## config.mk

```make
export PLATFORM = sky130hd
export DESIGN_NAME = image_feeder_flat
export DESIGN_NICKNAME = d
export VERILOG_FILES = /design/src/rtl/image_feeder_pkg.sv /design/src/rtl/image_feeder_if.sv /design/src/rtl/image_feeder_window_addr_gen.sv /design/src/rtl/image_feeder.sv /design/src/flat_wrapper.sv
export SDC_FILE = /design/constraint.sdc
export NUM_CORES = 1
export LEC_CHECK = 0
export CORE_ASPECT_RATIO = 2
export CORE_MARGIN = 2
export CORE_UTILIZATION = 42
export DETAILED_ROUTE_END_ITERATION = 10
export PLACE_DENSITY = 0.58
export SYNTH_ARGS = -nofsm -noshare
export SYNTH_HDL_FRONTEND = slang
export SYNTH_SLANG_ARGS = --single-unit
```

## constraint.sdc

```tcl
create_clock -name clk -period 7.2 [get_ports clk]
set_input_delay 1.44 -clock clk [delete_from_list [all_inputs] [get_ports clk]]
set_output_delay 1.44 -clock clk [all_outputs]
set_load 0.02 [all_outputs]
```

## src/rtl/image_feeder_pkg.sv

```systemverilog
// rtl/image_feeder_pkg.sv - shared FSM encoding, size codes and image width lookup
package image_feeder_pkg;

  typedef enum logic [2:0] {
    ST_IDLE,
    ST_FETCH,
    ST_SEND,
    ST_GAP,
    ST_DONE
  } state_t;

  localparam logic [1:0] SIZE_4   = 2'b00;
  localparam logic [1:0] SIZE_8   = 2'b01;
  localparam logic [1:0] SIZE_16  = 2'b10;
  localparam logic [1:0] SIZE_16B = 2'b11;

  localparam int GAP_CYCLES_DEFAULT = 2;
  localparam int WIN_BITS           = 9;
  // memory read latency plus the pixel_in register
  localparam int PIPE_TAIL          = 2;

  function automatic logic [4:0] width_of(input logic [1:0] size);
    logic [4:0] w;
    w = 5'd16;
    case (size)
      SIZE_4:   w = 5'd4;
      SIZE_8:   w = 5'd8;
      SIZE_16:  w = 5'd16;
      SIZE_16B: w = 5'd16;
    endcase
    return w;
  endfunction

endpackage

```

## src/rtl/image_feeder_if.sv

```systemverilog
// rtl/image_feeder_if.sv - image memory bus and serial window stream
interface image_feeder_if #(
  parameter int ADDR_W = 8
);
  logic              mem_rd;
  logic [ADDR_W-1:0] mem_addr;
  logic              mem_data;
  logic              pixel_in;
  logic              start;
  logic              validData;
  logic [1:0]        filter;
  logic [ADDR_W-1:0] Pixel_address;

  modport master (
    output mem_rd, mem_addr, pixel_in, start, validData, filter, Pixel_address,
    input  mem_data
  );

  modport slave (
    input  mem_rd, mem_addr, pixel_in, start, validData, filter, Pixel_address,
    output mem_data
  );
endinterface

```

## src/rtl/image_feeder_window_addr_gen.sv

```systemverilog
// rtl/image_feeder_window_addr_gen.sv - row-major address of bit k of the window at (row, col)
module window_addr_gen #(
  parameter int ADDR_W = 8
) (
  input  logic [ADDR_W-1:0] i_row,
  input  logic [ADDR_W-1:0] i_col,
  input  logic [3:0]        i_k,
  input  logic [ADDR_W-1:0] i_w,
  output logic [ADDR_W-1:0] o_addr
);
  logic [1:0] w_dr;
  logic [1:0] w_dc;

  always_comb begin
    w_dr = 2'd0;
    w_dc = 2'd0;
    if (i_k >= 4'd6) begin
      w_dr = 2'd2;
      w_dc = 2'(i_k - 4'd6);
    end else if (i_k >= 4'd3) begin
      w_dr = 2'd1;
      w_dc = 2'(i_k - 4'd3);
    end else begin
      w_dc = i_k[1:0];
    end
  end

  assign o_addr = (i_row + ADDR_W'(w_dr)) * i_w + i_col + ADDR_W'(w_dc);

endmodule

```

## src/rtl/image_feeder.sv

```systemverilog
// rtl/image_feeder.sv - streams every 3x3 window of a binary image bit-serially to a filter core
module image_feeder
  import image_feeder_pkg::*;
#(
  parameter int GAP_CYCLES = GAP_CYCLES_DEFAULT,
  parameter int ADDR_W     = 8
) (
  input  logic           clk,
  input  logic           rst_n,
  input  logic           go,
  input  logic [1:0]     size,
  input  logic [1:0]     filter_sel,
  output logic           busy,
  output logic           done,
  image_feeder_if.master bus
);

  state_t            r_state;
  state_t            w_next;
  logic [ADDR_W-1:0] r_w;
  logic [ADDR_W-1:0] r_row;
  logic [ADDR_W-1:0] r_col;
  logic [3:0]        r_k;
  logic [15:0]       r_cnt;
  logic [1:0]        r_filter;

  logic              r_rd_d;
  logic [3:0]        r_k_d;
  logic [ADDR_W-1:0] r_addr_d;
  logic              r_pixel;
  logic              r_start;
  logic              r_valid;
  logic [ADDR_W-1:0] r_pix_addr;

  logic              w_rd;
  logic              w_busy;
  logic              w_done;
  logic              w_last_win;
  logic              w_fetch_end;
  logic              w_send_end;
  logic              w_gap_end;
  logic [ADDR_W-1:0] w_lim;
  logic [ADDR_W-1:0] w_addr;

  window_addr_gen #(.ADDR_W(ADDR_W)) u_addr (
    .i_row  (r_row),
    .i_col  (r_col),
    .i_k    (r_k),
    .i_w    (r_w),
    .o_addr (w_addr)
  );

  assign w_lim       = r_w - ADDR_W'(3);
  assign w_last_win  = (r_row == w_lim) && (r_col == w_lim);
  assign w_fetch_end = (r_k == 4'(WIN_BITS - 1));
  assign w_send_end  = (r_cnt == 16'(PIPE_TAIL - 1));
  assign w_gap_end   = (r_cnt == 16'(GAP_CYCLES - 1));

  always_ff @(posedge clk) begin
    if (!rst_n) r_state <= ST_IDLE;
    else        r_state <= w_next;
  end

  always_comb begin
    w_next = r_state;
    w_rd   = 1'b0;
    w_busy = 1'b0;
    w_done = 1'b0;
    case (r_state)
      ST_IDLE: begin
        if (go) w_next = ST_FETCH;
      end
      ST_FETCH: begin
        w_rd   = 1'b1;
        w_busy = 1'b1;
        if (w_fetch_end) w_next = ST_SEND;
      end
      ST_SEND: begin
        w_busy = 1'b1;
        if (w_send_end) begin
          if (w_last_win)           w_next = ST_DONE;
          else if (GAP_CYCLES == 0) w_next = ST_FETCH;
          else                      w_next = ST_GAP;
        end
      end
      ST_GAP: begin
        w_busy = 1'b1;
        if (w_gap_end) w_next = ST_FETCH;
      end
      ST_DONE: begin
        w_done = 1'b1;
        w_next = ST_IDLE;
      end
      default: w_next = ST_IDLE;
    endcase
  end

  // window position advances only once its last bit has left the pipeline
  always_ff @(posedge clk) begin
    if (!rst_n) begin
      r_w      <= '0;
      r_filter <= 2'd0;
      r_row    <= '0;
      r_col    <= '0;
      r_k      <= 4'd0;
      r_cnt    <= 16'd0;
    end else begin
      case (r_state)
        ST_IDLE: begin
          if (go) begin
            r_w      <= ADDR_W'(width_of(size));
            r_filter <= filter_sel;
            r_row    <= '0;
            r_col    <= '0;
            r_k      <= 4'd0;
            r_cnt    <= 16'd0;
          end
        end
        ST_FETCH: begin
          r_k   <= w_fetch_end ? 4'd0 : r_k + 4'd1;
          r_cnt <= 16'd0;
        end
        ST_SEND: begin
          r_cnt <= w_send_end ? 16'd0 : r_cnt + 16'd1;
          if (w_send_end && !w_last_win) begin
            if (r_col == w_lim) begin
              r_col <= '0;
              r_row <= r_row + ADDR_W'(1);
            end else begin
              r_col <= r_col + ADDR_W'(1);
            end
          end
        end
        ST_GAP: begin
          r_cnt <= w_gap_end ? 16'd0 : r_cnt + 16'd1;
        end
        default: begin
        end
      endcase
    end
  end

  always_ff @(posedge clk) begin
    if (!rst_n) begin
      r_rd_d     <= 1'b0;
      r_k_d      <= 4'd0;
      r_addr_d   <= '0;
      r_pixel    <= 1'b0;
      r_start    <= 1'b0;
      r_valid    <= 1'b0;
      r_pix_addr <= '0;
    end else begin
      r_rd_d   <= w_rd;
      r_k_d    <= r_k;
      r_addr_d <= w_addr;
      r_pixel  <= r_rd_d & bus.mem_data;
      r_start  <= r_rd_d;
      r_valid  <= r_rd_d && (r_k_d == 4'(WIN_BITS - 1));
      // bit 0 address is the window's top-left corner
      if (r_rd_d && (r_k_d == 4'd0)) r_pix_addr <= r_addr_d;
    end
  end

  assign bus.mem_rd        = w_rd;
  assign bus.mem_addr      = w_rd ? w_addr : '0;
  assign bus.pixel_in      = r_pixel;
  assign bus.start         = r_start;
  assign bus.validData     = r_valid;
  assign bus.filter        = r_filter;
  assign bus.Pixel_address = r_pix_addr;
  assign busy              = w_busy;
  assign done              = w_done;

endmodule

```

## src/flat_wrapper.sv

```systemverilog
// flat-port wrapper written by rule: the top's interface ports become plain ports
module image_feeder_flat import image_feeder_pkg::*;
#(
  parameter int GAP_CYCLES = GAP_CYCLES_DEFAULT,
  parameter int ADDR_W     = 8
)
  (clk, rst_n, go, size, filter_sel, busy, done, bus_mem_rd, bus_mem_addr, bus_pixel_in, bus_start, bus_validData, bus_filter, bus_Pixel_address, bus_mem_data);
  image_feeder_if #(.ADDR_W(ADDR_W)) bus_i ();
  input  logic clk;
  input  logic rst_n;
  input  logic go;
  input  logic [1:0] size;
  input  logic [1:0] filter_sel;
  output logic busy;
  output logic done;
  output wire logic [$bits(bus_i.mem_rd)-1:0] bus_mem_rd;
  output wire logic [$bits(bus_i.mem_addr)-1:0] bus_mem_addr;
  output wire logic [$bits(bus_i.pixel_in)-1:0] bus_pixel_in;
  output wire logic [$bits(bus_i.start)-1:0] bus_start;
  output wire logic [$bits(bus_i.validData)-1:0] bus_validData;
  output wire logic [$bits(bus_i.filter)-1:0] bus_filter;
  output wire logic [$bits(bus_i.Pixel_address)-1:0] bus_Pixel_address;
  input wire logic [$bits(bus_i.mem_data)-1:0] bus_mem_data;
  assign bus_mem_rd = bus_i.mem_rd;
  assign bus_mem_addr = bus_i.mem_addr;
  assign bus_pixel_in = bus_i.pixel_in;
  assign bus_start = bus_i.start;
  assign bus_validData = bus_i.validData;
  assign bus_filter = bus_i.filter;
  assign bus_Pixel_address = bus_i.Pixel_address;
  assign bus_i.mem_data = bus_mem_data;
  image_feeder #(.GAP_CYCLES(GAP_CYCLES), .ADDR_W(ADDR_W)) u_core (.clk(clk), .rst_n(rst_n), .go(go), .size(size), .filter_sel(filter_sel), .busy(busy), .done(done), .bus(bus_i));
endmodule
```

### Yosys cells after proc, flatten, opt, wreduce, memory -nomap -nowiden

Index checks and enable logic that the tools add are counted.

* flip-flop bits (word level): 70
* input bits: 8
* output and inout bits: 24
* word-level logic and storage cells: 94

* add/sub/neg operators: 10
* multipliers: 1
* $lt $le $gt $ge: 2
* equal/unequal tests: 18
* multiplexer cells: 28
* bitwise logic cells: 1
* reductions and logical operators: 20

Operators by type and width (number)
* $mux 8: 6
* $pmux 16 s3: 1
* $mux 16: 2
* $pmux 8 s2: 2
* $add 16x1->16 const B: 1
* $add 8x1->8 const B: 2
* $add 8x2->8: 2
* $eq 16x1->1 const B: 1
* $eq 8x8->1: 2
* $mux 3: 5
* $pmux 5 s3: 1
* $pmux 3 s4: 1
* $ne 2x1->1 const B: 5
* $add 8x8->8: 1
* $eq 4x4->1 const B: 2
* $mul 8x5->8: 1
* $mux 4: 2
* $pmux 4 s2: 1
* $reduce_and 4->1: 2
* $eq 3x2->1 const B: 2
* $mux 2: 3
* $reduce_and 2->1: 3
* $sub 5x2->6 const B: 1
* $add 4x1->4 const B: 1
* 20 further kinds: 30

### Depth between registers and ports, before layout

* word-level depth: 8
* depth in mapped cells: 22
* gate-level depth less buffers: 22

### Cells and area by module

Synthesis repeated with hierarchy kept, for this count alone.

* cell total of the unflattened synthesis: 533
* area, all modules: 4644.5 um^2

By module, submodules not included
* image_feeder: times used 1, cells an instance 369, area each 3253.1 um^2, seq. area each 1361.3 um^2
* window_addr_gen: times used 1, cells an instance 164, area each 1391.3 um^2, seq. area each 0.0 um^2

### Least setup slack after synthesis

Ideal clock, no wire load.

* path kind: register to output
* from: register u_core.r_k[0]
* to: output port bus_mem_addr[7]
* arrival: 4.697 ns
* required time: 5.760 ns
* setup slack: 1.063 ns
* cell stages (with the launch flop): 21
* path buffers: 0
* path through: dfxtp_1 -> inv_1 -> ha_1 -> nor2_1 -> a21oi_1 -> nor2_1 -> ha_1 -> a21oi_1 -> a2111oi_0 -> nor3_1 -> nor2_1 -> fa_1 -> fa_1 -> ha_1 -> ha_1 -> o21ai_0 -> o21bai_1 -> a21oi_1 -> xnor2_1 -> xnor2_1 -> mux2i_1

* word-level cells in the longest chain between the ends: 8
* elaborated cells on any way between the ends: 13
* classes of those cells: add/sub (5); mul (1); order compare (2); mux (5)

RTL lines
* from (decl): RTL line image_feeder.sv:23 `logic [3:0] r_k;`
* from (signal assigned): RTL line image_feeder.sv:120 `r_k <= w_fetch_end ? 4'd0 : r_k + 4'd1;`
* $ge 4x2->1: RTL line image_feeder_window_addr_gen.sv:20 `end else if (i_k >= 4'd3) begin`
* $mux 1: RTL line image_feeder_window_addr_gen.sv:20
* $mux 2: RTL line image_feeder_window_addr_gen.sv:17 `if (i_k >= 4'd6) begin`
* $add 8x2->8: RTL line image_feeder_window_addr_gen.sv:28 `assign o_addr = (i_row + ADDR_W'(w_dr)) * i_w + i_col + ADDR_W'(w_dc);`
* $mul 8x5->8: RTL line image_feeder_window_addr_gen.sv:28
* $add 8x8->8: RTL line image_feeder_window_addr_gen.sv:28
* $add 8x2->8 *: RTL line image_feeder_window_addr_gen.sv:28
* $mux 8 *: RTL line image_feeder.sv:165 `assign bus.mem_addr = w_rd ? w_addr : '0;`
* to (decl): RTL line flat_wrapper.sv:17 `output wire logic [$bits(bus_i.mem_addr)-1:0] bus_mem_addr;`

Every way passes the cells marked *; elsewhere a longest branch is shown, timed or not.

### Final worst setup path

Ends and elaborated chain as after synthesis.

==> impl_metrics.sql <==
INSERT INTO impl_metrics (metric_group, metric, value, unit) VALUES
('floorplan', 'ioPinCount', '32', ''),
('clocking', 'worstSkewPairLatency', '0.32', 'ns'),
('floorplan', 'dieArea', '10400', 'um^2'),
('clocking', 'ctsHoldBuffers', '0', ''),
('sta', 'finalCriticalPeriod', '6.76', 'ns'),
('synth', 'synthDistinctLibCells', '57', ''),
('layout', 'diodes', '0', ''),
('power', 'p_leak', '1.93', 'nW'),
('place', 'buffer_ports.inserted', '31', ''),
('detailed_routing', 'detail-route-antenna-nets', '0', ''),
('worst_setup_path', 'setup.worst_path.end_class', 'primary output', ''),
('clocking', 'clk_root_buffer_cell', 'sky130_fd_sc_hd__clkbuf_16', ''),
('floorplan', 'core_area', '9320', 'um^2'),
('worst_setup_path', 'delay_of_the_slowest_critical_path_stage', '0.61', 'ns'),
('power', 'power.sequential.fraction', '35.0', '%'),
('layout', 'final_net_count', '536', ''),
('global_route', 'vias_in_the_first_global_route', '3427', ''),
('worst_setup_path', 'crit_family', 'adder cells', ''),
('place', 'final_weighted_congestion_in_routability_driven_placement', '0.940', ''),
('floorplan', 'fp-row-count', '50', ''),
('synth', 'synthFlopType', 'sky130_fd_sc_hd__dfxtp_1', ''),
('power', 'power.share.switching', '30.4', '%'),
('synth', 'postSynthRegisterBits', '68', ''),
('worst_setup_path', 'worstPathRequired', '5.76', 'ns'),
('clocking', 'cts.clk_slew.worst_paths', '0.06', 'ns'),
('clocking', 'cts.path.max_buffers', '2', ''),
('worst_setup_path', 'cp_data_arrival_time', '5.32', 'ns'),
('detailed_routing', 'vias', '3454', ''),
('power', 'power_density', '259', 'nW/um^2'),
('outcome', 'run_status', 'completed', ''),
('sta', 'crit_share_post_route', '93.9', '%'),
('sta', 'slew_violations', '0', ''),
('power', 'vdd_ir_drop_max', '0.122', 'mV'),
('layout', 'fillers', '884', ''),
('synth', 'syn-cell-area', '4030', 'um^2'),
('detailed_routing', 'detail_route.wirelength', '9.81', 'mm'),
('sta', 'final.setup_skew', '0.00473', 'ns'),
('layout', 'synthToLayoutAreaGrowth', '18.1', '%'),
('synth', 'synth-async-reset-ratio', '0', '%'),
('sta', 'final_count_of_hold_timing_violations', '0', ''),
('floorplan', 'die_width', '73.3', 'um'),
('global_route', 'grt_pass1_wl', '16.3', 'mm'),
('sta', 'tns', '0', 'ns'),
('place', 'detailedPlacementHpwl', '7.41', 'mm'),
('power', 'p_sw', '375', 'uW'),
('synth', 'yosysWarningCount', '0', ''),
('detailed_routing', 'drc', '0', ''),
('sta', 'setup_viol', '0', ''),
('sta', 'timing.slew.headroom', '36.0', '%'),
('run', 'maxCapViolations', '0', ''),
('detailed_routing', 'detailedRoute.firstIterationViolations', '165', ''),
('layout', 'drive_gt1_share', '6.63', '%'),
('hold_path', 'hold_path.class', 'flop to flop', ''),
('synth', 'synth_edf_count', '0', ''),
('floorplan', 'initial_core_util', '43.3', '%'),
('clocking', 'tritoncts', 'done', ''),
('synth', 'synthesis.nets', '512', ''),
('clocking', 'cts_buffers', '9', ''),
('clocking', 'clock-sinks', '68', ''),
('detailed_routing', 'firstDrtPassIters', '4', ''),
('global_route', 'grt_start_max_net_pins', '36', ''),
('layout', 'seqCellArea', '1360', 'um^2'),
('global_route', 'number_of_antenna_violations_at_the_first_check_in_global_routing', '0', ''),
('worst_setup_path', 'critical_path.n_buffers_inverters', '2', ''),
('global_route', 'globalRouteOverflowTotal', '0', ''),
('global_route', 'grt.total_usage', '20.3', '%'),
('detailed_routing', 'routed_wire_length_per_instance', '16.3', 'um'),
('layout', 'multiInputGateArea', '2510', 'um^2'),
('worst_setup_path', 'start_kind', 'flop', ''),
('power', 'power_frac_clock', '41.8', '%'),
('sta', 'finalHoldWorstSlack', '0.458', 'ns');
## routing by layer
layer / up-vias / track usage [%] / part of all wire (%)
met5: - / 0 / 0
met3: 31 / 3.05 / 1.8
li1: 1700 / - / -
met1: 1663 / 20.6 / 38
met2: 60 / 36.9 / 54
met4: 0 / 12.9 / 5.6
## final cells by class
class                   instances  share of cell area (%)
repair buffers                 36                    7.36
multi-input cells             362                    52.6
flip-flops and latches         68                    28.6
well taps                     104                    2.73
clock buffers                  12                    5.39
clock inverters                 4                    2.00
inverters                      16                    1.26
## placed cells by master, fill, tap and decap left out, types with 14 or more instances in the layout
master and n:
sky130_fd_sc_hd__o21ai_0 15, sky130_fd_sc_hd__and2_1 16, sky130_fd_sc_hd__nand2_1 39, sky130_fd_sc_hd__nor3_1 14, sky130_fd_sc_hd__ha_1 27, sky130_fd_sc_hd__mux2i_1 14, sky130_fd_sc_hd__a21oi_1 28, sky130_fd_sc_hd__clkdlybuf4s50_1 30
sky130_fd_sc_hd__nor2_1 58, sky130_fd_sc_hd__inv_1 15, sky130_fd_sc_hd__dfxtp_1 67, sky130_fd_sc_hd__xnor2_1 18
## tightest hold or removal path, delay by kind of cell (launching register included)
kind	cells	cell delay [ns]
flops	1	0.31
simple gates	1	0.05
compound gates	1	0.05
## power groups by stage
stage,Combinational [mW],Clock [mW],Sequential (mW)
after floorplan,0.216,0,0.428
after global placement,0.284,0,0.438
after CTS,0.288,0.527,0.431
after global routing,0.321,0.543,0.435
final,0.286,0.514,0.431
after detailed placement,0.288,0,0.439
## cells in the mapped netlist, types with 2 or more instances
| master | instances | area (um^2) |
|---|---|---|
| sky130_fd_sc_hd__a22oi_1 | 2 | 15.0 |
| sky130_fd_sc_hd__xnor2_1 | 19 | 166 |
| sky130_fd_sc_hd__o21a_1 | 4 | 30.0 |
| sky130_fd_sc_hd__o31ai_1 | 5 | 37.5 |
| sky130_fd_sc_hd__dfxtp_1 | 68 | 1360 |
| sky130_fd_sc_hd__nor3_1 | 14 | 70.1 |
| sky130_fd_sc_hd__clkbuf_1 | 17 | 63.8 |
| sky130_fd_sc_hd__a31oi_1 | 8 | 50.1 |
| sky130_fd_sc_hd__a21oi_1 | 28 | 140 |
| sky130_fd_sc_hd__xor2_1 | 13 | 114 |
| sky130_fd_sc_hd__a211oi_1 | 4 | 30.0 |
| sky130_fd_sc_hd__fa_1 | 7 | 140 |
| sky130_fd_sc_hd__nand3b_1 | 5 | 37.5 |
| sky130_fd_sc_hd__and4_1 | 2 | 17.5 |
| sky130_fd_sc_hd__nand2_1 | 39 | 146 |
| sky130_fd_sc_hd__mux2i_1 | 14 | 140 |
| sky130_fd_sc_hd__nor4b_1 | 2 | 17.5 |
| sky130_fd_sc_hd__a2111oi_0 | 2 | 17.5 |
| sky130_fd_sc_hd__nor2_1 | 58 | 218 |
| sky130_fd_sc_hd__nand4_1 | 7 | 43.8 |
| sky130_fd_sc_hd__and2_2 | 2 | 15.0 |
| sky130_fd_sc_hd__nand4b_1 | 4 | 35.0 |
| sky130_fd_sc_hd__and3_1 | 8 | 50.1 |
| sky130_fd_sc_hd__nor2b_1 | 3 | 18.8 |
| sky130_fd_sc_hd__and2_1 | 16 | 100 |
| sky130_fd_sc_hd__buf_6 | 4 | 45.0 |
| sky130_fd_sc_hd__nand3_1 | 13 | 65.1 |
| sky130_fd_sc_hd__nand2b_1 | 5 | 31.3 |
| sky130_fd_sc_hd__inv_1 | 15 | 56.3 |
| sky130_fd_sc_hd__nor4_1 | 2 | 12.5 |
| sky130_fd_sc_hd__or4_1 | 6 | 45.0 |
| sky130_fd_sc_hd__o21ai_0 | 15 | 75.1 |
| sky130_fd_sc_hd__a21o_1 | 2 | 15.0 |
| sky130_fd_sc_hd__or3_1 | 5 | 31.3 |
| sky130_fd_sc_hd__ha_1 | 28 | 350 |
| sky130_fd_sc_hd__o41ai_1 | 2 | 17.5 |
## kinds of logic (layout without fill, tap and decap cells)
family / after synthesis / in the layout / share of synthesized area (%)
AO/OA/AOI/OAI: 80 / 80 / 12.8
XOR/XNOR: 33 / 33 / 7.51
adder cells (fa/ha/maj): 35 / 35 / 12.2
buffers and inverters: 39 / 68 / 4.50
flip-flops: 68 / 68 / 33.8
multiplexers: 14 / 14 / 3.47
AND/OR/NAND/NOR: 200 / 200 / 25.8
## stage by stage
| stage | power [mW] | std cells | instance area (um^2) | setup slack (ns) | util (%) |
|---|---|---|---|---|---|
| CTS | 1.25 | 601 | 4740 | 0.0171 | 50.9 |
| global placement | 0.722 | 584 | 4370 | 0.373 | 46.9 |
| detailed placement | 0.727 | 584 | 4370 | 0.209 | 46.9 |
| floorplan | 0.643 | 469 | 4030 | 1.06 | - |
| finish | 1.23 | 602 | 4760 | 0.439 | 51.1 |
| global route | 1.30 | 602 | 4760 | 0.0307 | 51.1 |
## state kept, by name, indices dropped and copies added, names as in the netlist
name / count
u_core.r_cnt: 16
u_core.bus.Pixel_address: 8
u_core.r_addr_d: 8
u_core.r_col: 8
u_core.r_row: 8
u_core.r_k: 4
u_core.r_k_d: 4
u_core.r_state: 3
u_core.r_w: 3
u_core.bus.filter: 2
u_core.bus.pixel_in: 1
u_core.bus.start: 1
u_core.bus.validData: 1
u_core.r_rd_d: 1
## final timing paths
path | startpoint | endpoint | cells after the start | slack, ns
max | u_core.r_k[0]$_SDFFE_PN0P_ | bus_mem_addr[7] | 20 | 0.44
min | u_core.bus.filter[0]$_SDFFE_PN0P_ | u_core.bus.filter[0]$_SDFFE_PN0P_ | 2 | 0.46
max reg2reg | u_core.r_k[0]$_SDFFE_PN0P_ | u_core.r_addr_d[7]$_SDFF_PN0_ | 20 | 2.11
min reg2reg | u_core.bus.filter[0]$_SDFFE_PN0P_ | u_core.bus.filter[0]$_SDFFE_PN0P_ | 2 | 0.46
## what timing repair did
action,CTS,global route
setup buffers,1,1
setup endpoints to repair,1,1
pin swaps,1,2
hold endpoints to repair,0,0
gates resized for setup,3,3
Power figures use the tool's default switching activity.
